--- src/rtl/regfile_3r1w_if.sv ---
// regfile_3r1w_if: read/write bus bundle for regfile_3r1w
// master drives: rd_addr0..2, wr_en, wr_addr, wr_data, pc_in
// slave drives: rd_data0..2, ready
interface regfile_3r1w_if #(
  parameter int DATA_W = 32,
  parameter int ADDR_W = 4
);
  logic [ADDR_W-1:0] rd_addr0, rd_addr1, rd_addr2, wr_addr;
  logic [DATA_W-1:0] rd_data0, rd_data1, rd_data2, wr_data, pc_in;
  logic wr_en, ready;
  modport master (
    output rd_addr0, rd_addr1, rd_addr2, wr_en, wr_addr, wr_data, pc_in,
    input rd_data0, rd_data1, rd_data2, ready
  );
  modport slave (
    input rd_addr0, rd_addr1, rd_addr2, wr_en, wr_addr, wr_data, pc_in,
    output rd_data0, rd_data1, rd_data2, ready
  );
endinterface

--- src/rtl/regfile_3r1w.sv ---
// regfile_3r1w: 3-read/1-write register file with self-clearing startup sweep and PC read alias
// ports: clk, rst (sync, active-high), bus (regfile_3r1w_if.slave: three combinational
//   read ports, one write port, pc_in, ready)
// optional macro REGFILE_BYPASS_EN: same-cycle write-to-read forwarding
module regfile_3r1w #(
  parameter int DATA_W   = 32,
  parameter int NUM_REGS = 15,
  parameter int ADDR_W   = 4,
  parameter int PC_ADDR  = 15
) (
  input logic clk,
  input logic rst,
  regfile_3r1w_if.slave bus
);
  typedef enum logic [1:0] {IDLE, CLEAR, READY} state_t;
  localparam logic [ADDR_W-1:0] NR   = ADDR_W'(NUM_REGS);
  localparam logic [ADDR_W-1:0] LAST = ADDR_W'(NUM_REGS - 1);
  localparam logic [ADDR_W-1:0] PCA  = ADDR_W'(PC_ADDR);
  state_t state, state_nx;
  logic [ADDR_W-1:0] idx, idx_nx;
  logic [DATA_W-1:0] regs [NUM_REGS];
  logic rdy, clr, wr_ok;
  logic [ADDR_W-1:0] ra [3];
  logic [DATA_W-1:0] rd [3];
  logic [2:0] byp;
  always_ff @(posedge clk) begin
    if (rst) begin
      state <= IDLE;
      idx   <= '0;
    end else begin
      state <= state_nx;
      idx   <= idx_nx;
    end
  end
  // the final sweep edge clears the last register and enters READY together
  always_comb begin
    state_nx = state;
    idx_nx   = '0;
    state_nx = state == IDLE ? CLEAR :
               state == CLEAR ? (idx == LAST ? READY : CLEAR) :
               state == READY ? READY : IDLE;
    idx_nx   = state == CLEAR ? idx + 1'b1 : '0;
  end
  assign rdy   = state == READY;
  assign clr   = state == CLEAR;
  assign wr_ok = rdy && bus.wr_en && bus.wr_addr < NR && bus.wr_addr != PCA;
  always_ff @(posedge clk) begin
    if (!rst) begin
      if (clr) regs[idx] <= '0;
      else if (wr_ok) regs[bus.wr_addr] <= bus.wr_data;
    end
  end
  assign ra[0] = bus.rd_addr0;
  assign ra[1] = bus.rd_addr1;
  assign ra[2] = bus.rd_addr2;
  for (genvar i = 0; i < 3; i++) begin : g_rd
`ifdef REGFILE_BYPASS_EN
    assign byp[i] = wr_ok && bus.wr_addr == ra[i];
`else
    assign byp[i] = 1'b0;
`endif
    assign rd[i] = !rdy ? '0 :
                   byp[i] ? bus.wr_data :
                   ra[i] < NR ? regs[ra[i]] :
                   ra[i] == PCA ? bus.pc_in : '0;
  end
  assign bus.rd_data0 = rd[0];
  assign bus.rd_data1 = rd[1];
  assign bus.rd_data2 = rd[2];
  assign bus.ready    = rdy;
endmodule

--- src/flat_wrapper.sv ---
// flat-port wrapper written by rule: the top's interface ports become plain ports
module regfile_3r1w_flat 
#(
  parameter int DATA_W   = 32,
  parameter int NUM_REGS = 15,
  parameter int ADDR_W   = 4,
  parameter int PC_ADDR  = 15
)
  (clk, rst, bus_rd_addr0, bus_rd_addr1, bus_rd_addr2, bus_wr_en, bus_wr_addr, bus_wr_data, bus_pc_in, bus_rd_data0, bus_rd_data1, bus_rd_data2, bus_ready);
  regfile_3r1w_if #(.DATA_W(DATA_W), .ADDR_W(ADDR_W)) bus_i ();
  input logic clk;
  input logic rst;
  input wire logic [$bits(bus_i.rd_addr0)-1:0] bus_rd_addr0;
  input wire logic [$bits(bus_i.rd_addr1)-1:0] bus_rd_addr1;
  input wire logic [$bits(bus_i.rd_addr2)-1:0] bus_rd_addr2;
  input wire logic [$bits(bus_i.wr_en)-1:0] bus_wr_en;
  input wire logic [$bits(bus_i.wr_addr)-1:0] bus_wr_addr;
  input wire logic [$bits(bus_i.wr_data)-1:0] bus_wr_data;
  input wire logic [$bits(bus_i.pc_in)-1:0] bus_pc_in;
  output wire logic [$bits(bus_i.rd_data0)-1:0] bus_rd_data0;
  output wire logic [$bits(bus_i.rd_data1)-1:0] bus_rd_data1;
  output wire logic [$bits(bus_i.rd_data2)-1:0] bus_rd_data2;
  output wire logic [$bits(bus_i.ready)-1:0] bus_ready;
  assign bus_i.rd_addr0 = bus_rd_addr0;
  assign bus_i.rd_addr1 = bus_rd_addr1;
  assign bus_i.rd_addr2 = bus_rd_addr2;
  assign bus_i.wr_en = bus_wr_en;
  assign bus_i.wr_addr = bus_wr_addr;
  assign bus_i.wr_data = bus_wr_data;
  assign bus_i.pc_in = bus_pc_in;
  assign bus_rd_data0 = bus_i.rd_data0;
  assign bus_rd_data1 = bus_i.rd_data1;
  assign bus_rd_data2 = bus_i.rd_data2;
  assign bus_ready = bus_i.ready;
  regfile_3r1w #(.DATA_W(DATA_W), .NUM_REGS(NUM_REGS), .ADDR_W(ADDR_W), .PC_ADDR(PC_ADDR)) u_core (.clk(clk), .rst(rst), .bus(bus_i));
endmodule
--- config.mk ---
export PLATFORM = sky130hd
export DESIGN_NAME = regfile_3r1w_flat
export DESIGN_NICKNAME = d
export VERILOG_FILES = /design/src/rtl/regfile_3r1w_if.sv /design/src/rtl/regfile_3r1w.sv /design/src/flat_wrapper.sv
export SDC_FILE = /design/constraint.sdc
export NUM_CORES = 1
export LEC_CHECK = 0
export BUFFER_PORTS_ARGS = -buffer_cell sky130_fd_sc_hd__buf_2
export CORE_ASPECT_RATIO = 1.4
export CORE_MARGIN = 2
export CORE_UTILIZATION = 40
export CTS_BUF_LIST = sky130_fd_sc_hd__clkbuf_4 sky130_fd_sc_hd__clkbuf_8
export DETAILED_ROUTE_END_ITERATION = 7
export GPL_TIMING_DRIVEN = 0
export HOLD_SLACK_MARGIN = 0.03
export PLACE_DENSITY_LB_ADDON = 0.25
export SLEW_MARGIN = 20
export SYNTH_ARGS = -nofsm -noshare
export SYNTH_HDL_FRONTEND = slang
export SYNTH_SLANG_ARGS = --single-unit
export TNS_END_PERCENT = 100
--- constraint.sdc ---
create_clock -name clk -period 3.9 [get_ports clk]
set_input_delay 0.78 -clock clk [delete_from_list [all_inputs] [get_ports clk]]
set_output_delay 0.78 -clock clk [all_outputs]
set_load 0.005 [all_outputs]
==> flow_metrics.py, run 1 <==
metrics = {
    "critical_path": {
        "ff2ff_setup_slack_ns": 1.13,
        "cp_slowest_cell": "clkbuf_1",
        "reg2reg_to": "u_core.regs[8][15]$_DFFE_PP_",
        "max_stage_delay_ns": 1.01,
        "critPathKind": "input pin to output port",
        "crit_chain": "buf_2, buf_4, clkbuf_1, a21oi_1, a221oi_2, buf_2",
        "startpoint_type": "input pin",
        "crit_end": "bus_rd_data0[30]",
        "critical_path_arrival_ns": 3.29,
        "cp_num_cells": 6,
        "cp-end-kind": "output port",
        "crit_top_cell": "buf_2",
        "r2r-start": "u_core.state[1]$_SDFF_PP0_",
        "crit_start": "bus_rd_addr0[1]",
        "rr_worst_depth": 7,
        "cp_top_family": "buffers and inverters",
        "worstPathMaxFanout": 10,
        "critPathBufInv": 4,
        "critical_path_required_ns": 3.12,
    },
    "power_and_ir_drop": {
        "switching_share": 0.274,
        "p_leak_nw": 12.1,
        "p_clk_frac": 0.397,
        "power_density_nw_per_um2": 361,
        "p_switching_w": 0.00323,
        "seqPwrFrac": 0.482,
        "intPower_w": 0.00856,
        "vdd_ir_drop_max_uv": 211,
        "combPwrFrac": 0.121,
        "fin_total_pwr_w": 0.0118,
    },
    "clocking": {
        "clkTransAtPathRegs_ns": 0.06,
        "hold_buffers": 0,
        "cts_buffer_depth": 3,
        "htreeDepth": 3,
        "clock-root-buffer": "clkbuf_8",
        "cts_tree": "yes",
        "insertion_delay_ns": 0.75,
        "numCtsBuffers": 80,
        "cts_num_sinks": 486,
    },
    "timing": {
        "finalCritPeriodShare": 1.04,
        "period_minus_slack_ns": 4.07,
        "clock-skew-final_ns": 0.0382,
        "tightest_slew_ns": 1.35,
        "setup_ws_ns": -0.171,
        "finalHoldViolations": 0,
        "fmax_mhz": 246,
        "maxSlewViolCount": 0,
        "timing.hold.ws_ns": 0.235,
        "relSlewSlack": 0.0973,
        "grt_setup_unrepaired": "no",
        "setup_violations": 29,
    },
    "status": {
        "violations": "setup timing",
        "status": "finished with violations",
    },
    "synthesis": {
        "synth_edf_count": 480,
        "yosys-top-cells-area": "edfxtp_1 52%, mux4_2 18%, mux2i_1 6.2%, o21ai_0 2.7%, nand2_1 1.6%",
        "ys_ff_latch": 486,
        "syn_avg_cell_area_um2": 14.4,
        "synth_top_cell_by_area": "edfxtp_1",
        "netlist_top_cells_count": "480 x edfxtp_1, 224 x mux4_2, 173 x mux2i_1, 149 x o21ai_0, 121 x nand2_1",
        "synth_top_area_share": 0.516,
        "netlist_instances": 1941,
        "async_reset_ff_frac": 0,
        "yosys_warnings": 0,
        "yosysMostFrequentCell": "edfxtp_1",
        "synth_nets": 2026,
        "syn_area_um2": 27900,
        "ys_seq_area_frac": 0.521,
        "synthFlopType": "edfxtp_1",
        "ys_types": 61,
    },
    "die": {
        "num_io_pins": 180,
        "dieHeight_um": 317,
        "placementRows": 114,
        "die_w_um": 227,
        "initial_core_util": 0.404,
        "dieArea_um2": 72000,
        "core_um2": 69000,
    },
    "route": {
        "drt_iter0_drc": 4264,
        "detail-route-antenna-nets": 0,
        "via_per_inst": 7.38,
        "vias": 23700,
        "wl_per_cell_um": 44.8,
        "first_pass_iters": 8,
        "drcViolationCount": 0,
        "routed_wl_um": 144000,
    },
    "finish": {
        "instances_no_fill": 3216,
        "fill_cells": 6146,
        "drive_above_1_share": 0.345,
        "layout.nets": 2311,
        "fin_area_um2": 32700,
        "syn2layout_area_growth_pct": 17.1,
    },
    "placed_design": {
        "dpl.cell_count": 3073,
        "dp.final_hpwl_um": 97800,
        "place.gp.congestion": 1.00,
        "portBuffers": 173,
        "place_area_um2": 30900,
        "dp_slack_ns": -0.713,
    },
    "global_route": {
        "grt.overflow.total": 0,
        "antenna_found_initial": 9,
        "track_usage": 0.403,
        "grt_pass1_vias": 23200,
        "grt_pass1_wl_um": 193000,
        "grt_max_degree": 20,
    },
    "run": {
        "cap_violations": 0,
    },
    "min_path": {
        "hold_class": "input pin to register",
    },
}
layout by cell type (no fill, tap or decap), types with 10 or more instances in the layout:
master,synthesis,final
clkbuf_2,0,29
clkinv_1,2,25
inv_1,17,17
o22ai_1,57,57
buf_2,52,216
mux2_2,26,26
clkbuf_4,0,25
nand2_1,121,119
nor2_4,0,18
buf_16,0,22
a21oi_1,19,19
clkbuf_8,0,83
o21ai_0,149,148
clkbuf_1,62,19
a211oi_1,51,43
nand2b_1,18,18
o221ai_1,33,32
buf_6,20,23
mux2i_1,173,173
o211ai_1,42,42
nor3_2,9,10
buf_4,33,45
nor2_1,51,34
a221oi_1,29,27
nor2b_1,28,28
mux4_2,224,224
and2_1,35,35
edfxtp_1,480,480
a22oi_1,30,30
a31oi_1,15,14
buf_12,1,10
nand3_1,13,12
nor3_1,14,13
a21o_1,42,42
per-layer routing:
metal  track usage  up-vias  share of wire
li1              -     8627              -
met1         0.468    11800           0.32
met2         0.594     2514           0.43
met3         0.154      763           0.15
met4         0.326       10          0.098
met5             0        -        0.00042
final cells by class:
type                    instances  area, µm²  area share
diodes                          6       15.0    0.000459
plain buffers                 175       1180      0.0361
clock buffers                  99       1260      0.0386
clock inverters                39        300     0.00918
inverters                      21       80.1     0.00245
multi-input cells            1253      12500       0.381
flip-flops and latches        486      14500       0.444
well taps                     928       1160      0.0355
repair buffers                209       1700      0.0519
registers in the layout (all words and copies together) (netlist names):
| register | flops |
|---|---|
| u_core.idx | 4 |
| u_core.regs | 480 |
| u_core.state | 2 |
power groups by stage:
stage / combinational (W) / sequential [W] / clock [W]
4_1_cts: 0.00133 / 0.00569 / 0.00462
2_1_floorplan: 0.000700 / 0.00579 / 0
5_1_grt: 0.00140 / 0.00569 / 0.00484
3_5_place_dp: 0.00133 / 0.00580 / 0
6_report: 0.00142 / 0.00569 / 0.00469
3_3_place_gp: 0.00130 / 0.00580 / 0
per-stage QoR:
stage               setup TNS, ns  utilization
CTS                             0        0.472
floorplan                       0            -
finish                      -1.51        0.474
global route                    0        0.473
detailed placement         -27.41        0.447
global placement         -1067.92        0.434
what timing repair did:
item	in CTS	in global routing
setup buffers	3	2
pin swaps	1	1
gates resized for setup	61	37
endpoints found under the setup margin	95	33
worst min path at each step:
| stage | from | depth (start not counted) | endpoint |
|---|---|---|---|
| after detailed placement | u_core.state[1]$_SDFF_PP0_ | 1 | u_core.state[0]$_SDFF_PP0_ |
| after global routing | rst | 2 | u_core.state[0]$_SDFF_PP0_ |
| after CTS | rst | 2 | u_core.state[1]$_SDFF_PP0_ |
| after global placement | u_core.state[1]$_SDFF_PP0_ | 1 | u_core.state[0]$_SDFF_PP0_ |
| final | rst | 2 | u_core.state[1]$_SDFF_PP0_ |
| after floorplan | u_core.state[1]$_SDFF_PP0_ | 1 | u_core.state[0]$_SDFF_PP0_ |
worst reg2reg max path, stage by stage, from the launching register on:
cell and delay [ns]:
dfxtp_1 0.41, nor4bb_1 0.22, buf_2 0.24, nor2b_1 0.24, o21ai_1 0.32, nor2_4 0.55, buf_16 0.24, buf_12 0.20
cell families after synthesis:
| group | count (synthesis) | share of synthesized area |
|---|---|---|
| XOR/XNOR | 2 | 0.000627 |
| flip-flops | 486 | 0.521 |
| buffers and inverters | 202 | 0.0415 |
| AND/OR/NAND/NOR | 314 | 0.0560 |
| adder cells (fa/ha/maj) | 2 | 0.000896 |
| multiplexers | 427 | 0.257 |
| AO/OA/AOI/OAI | 508 | 0.124 |
Power figures use the tool's default switching activity.
==> run 2, diff against run 1 <==
CORE_UTILIZATION = 52   (was 40)
==> run 2 against run 1 <==
  * The run ends with DRC, setup timing left
  * Global-route usage grew 10 points
  * Sequential share of layout area grew 0.65 points
  * Final area shrank 1.4%
  * Clock power shrank 7.9%
  * Utilization grew 13 points
==> flow_metrics.py, run 2 (same netlist as run 1, synthesis figures left out) <==
metrics = {
    "power_and_ir_drop": {
        "combPwrFrac": 0.125,
        "p_switching_w": 0.00312,
        "intPower_w": 0.00832,
        "switching_share": 0.273,
        "p_leak_nw": 12.0,
        "power_density_nw_per_um2": 355,
        "p_clk_frac": 0.378,
        "vdd_ir_drop_max_uv": 305,
        "seqPwrFrac": 0.497,
    },
    "timing": {
        "fmax_mhz": 245,
        "setup_ws_ns": -0.180,
        "period_minus_slack_ns": 4.08,
        "tightest_slew_ns": 1.36,
        "grt_setup_unrepaired": "yes",
        "relSlewSlack": 0.0936,
        "finalCritPeriodShare": 1.05,
        "maxSlewViolCount": 0,
        "finalHoldViolations": 0,
        "clock-skew-final_ns": 0.0185,
        "setup_violations": 35,
    },
    "clocking": {
        "cts_tree": "yes",
        "clock-root-buffer": "clkbuf_8",
        "cts_buffer_depth": 3,
        "cts_num_sinks": 486,
        "insertion_delay_ns": 0.68,
        "clkTransAtPathRegs_ns": 0.07,
        "htreeDepth": 3,
        "numCtsBuffers": 77,
    },
    "route": {
        "routed_wl_um": 139000,
        "vias": 24200,
        "first_pass_iters": 8,
        "drcViolationCount": 12,
        "detail-route-antenna-nets": 0,
        "drt_iter0_drc": 4913,
        "via_per_inst": 8.10,
        "wl_per_cell_um": 46.6,
    },
    "finish": {
        "largest_register_ffs": 480,
        "instances_no_fill": 2990,
        "layout.nets": 2306,
        "largest_registers": "u_core.regs: 480 flops, u_core.idx: 4 flops, u_core.state: 2 flops",
        "mostFrequentLayoutCells": "480 x edfxtp_1, 224 x mux4_2, 222 x buf_2",
        "syn2layout_area_growth_pct": 15.4,
        "final_core_utilization": 0.606,
        "fill_cells": 4112,
        "drive_above_1_share": 0.343,
        "mostFrequentLayoutCell": "edfxtp_1",
        "regMostFlops": "u_core.regs",
    },
    "die": {
        "core_um2": 53200,
        "die_w_um": 200,
        "placementRows": 100,
        "dieHeight_um": 278,
        "num_io_pins": 180,
        "dieArea_um2": 55600,
        "initial_core_util": 0.525,
    },
    "placed_design": {
        "dp.final_hpwl_um": 92900,
        "dpl.cell_count": 2859,
        "place.gp.congestion": 1.06,
        "portBuffers": 173,
    },
    "critical_path": {
        "critPathKind": "input pin to output port",
        "critical_path_required_ns": 3.12,
        "crit_start": "bus_rd_addr0[2]",
        "critical_path_arrival_ns": 3.30,
        "worstPathMaxFanout": 10,
        "cp-end-kind": "output port",
        "startpoint_type": "input pin",
        "r2r-start": "u_core.state[1]$_SDFF_PP0_",
    },
    "global_route": {
        "grt_max_degree": 20,
        "grt_pass1_wl_um": 186000,
        "antenna_found_initial": 16,
        "track_usage": 0.508,
        "grt_pass1_vias": 23400,
        "grt.overflow.total": 0,
    },
    "min_path": {
        "hold_class": "input pin to register",
        "holdCritStartpoint": "rst",
    },
    "status": {
        "status": "finished with violations",
        "violations": "DRC, setup timing",
    },
    "run": {
        "cap_violations": 0,
    },
}
==> run 2: cell count changes in the layout (fill, tap and decap cells not counted), moves of 4 or more <==
cell,before,now
buf_4,45,39
diode_2,6,11
clkbuf_4,25,29
clkinv_1,25,12
clkbuf_1,19,23
buf_2,216,222
==> run 2: worst max-delay path, stage by stage <==
cell	delay [ns]
buf_2	0.27
clkinv_2	0.38
nand2_4	0.42
buf_2	0.52
o22ai_1	0.19
a211oi_1	0.45
buf_2	0.21
==> run 2: layer usage <==
metal	global-route usage	wire [µm]	up-vias
met5	0	142	-
li1	-	-	8612
met3	0.230	23700	982
met1	0.587	41700	11600
met4	0.453	15800	16
met2	0.703	57900	2981
==> run 2: worst paths after layout <==
path                                       end  slack (ns)  cells past startpoint
hold / removal      u_core.state[1]$_SDFF_PP0_        0.32                      2
setup reg to reg  u_core.regs[9][23]$_DFFE_PP_        0.71                      5
hold reg to reg     u_core.state[0]$_SDFF_PP0_        0.57                      1
setup / recovery              bus_rd_data0[14]       -0.18                      7
==> run 2: what timing repair did <==
action | 4_1_cts | 5_1_grt
hold buffers | 0 | 0
setup buffers | 0 | 3
endpoints found under the setup margin | 96 | 58
pin swaps | 1 | 2
gates resized for setup | 43 | 43
==> run 2: final cells by class <==
cell class / instances / area, µm² / area share
flip-flops and latches: 486 / 14500 / 0.451
multi-input cells: 1253 / 12400 / 0.385
repair buffers: 207 / 1700 / 0.0529
clock buffers: 100 / 1250 / 0.0388
plain buffers: 175 / 1160 / 0.0361
well taps: 714 / 893 / 0.0277
clock inverters: 23 / 154 / 0.00477
inverters: 21 / 80.1 / 0.00248
diodes: 11 / 27.5 / 0.000854
==> run 2: stage by stage <==
| stage | setup WS (ns) | hold WS (ns) | area, µm² | setup TNS (ns) | power, W |
|---|---|---|---|---|---|
| 2_1_floorplan | 0.310 | 0.467 | 27900 | 0 | 0.00649 |
| 3_3_place_gp | -2.28 | 0.504 | 29700 | -973.22 | 0.00707 |
| 3_5_place_dp | -0.523 | 0.546 | 30600 | -15.03 | 0.00710 |
| 4_1_cts | 0.00184 | 0.303 | 32100 | 0 | 0.0112 |
| 5_1_grt | 0.00395 | 0.332 | 32200 | 0 | 0.0115 |
| 6_report | -0.180 | 0.321 | 32200 | -2.01 | 0.0114 |
==> run 2: power groups by stage <==
stage	clock network, W	logic [W]	registers [W]
detailed placement	0	0.00130	0.00580
CTS	0.00424	0.00130	0.00569
global route	0.00446	0.00139	0.00569
floorplan	0	0.000700	0.00579
global placement	0	0.00127	0.00580
finish	0.00432	0.00143	0.00569
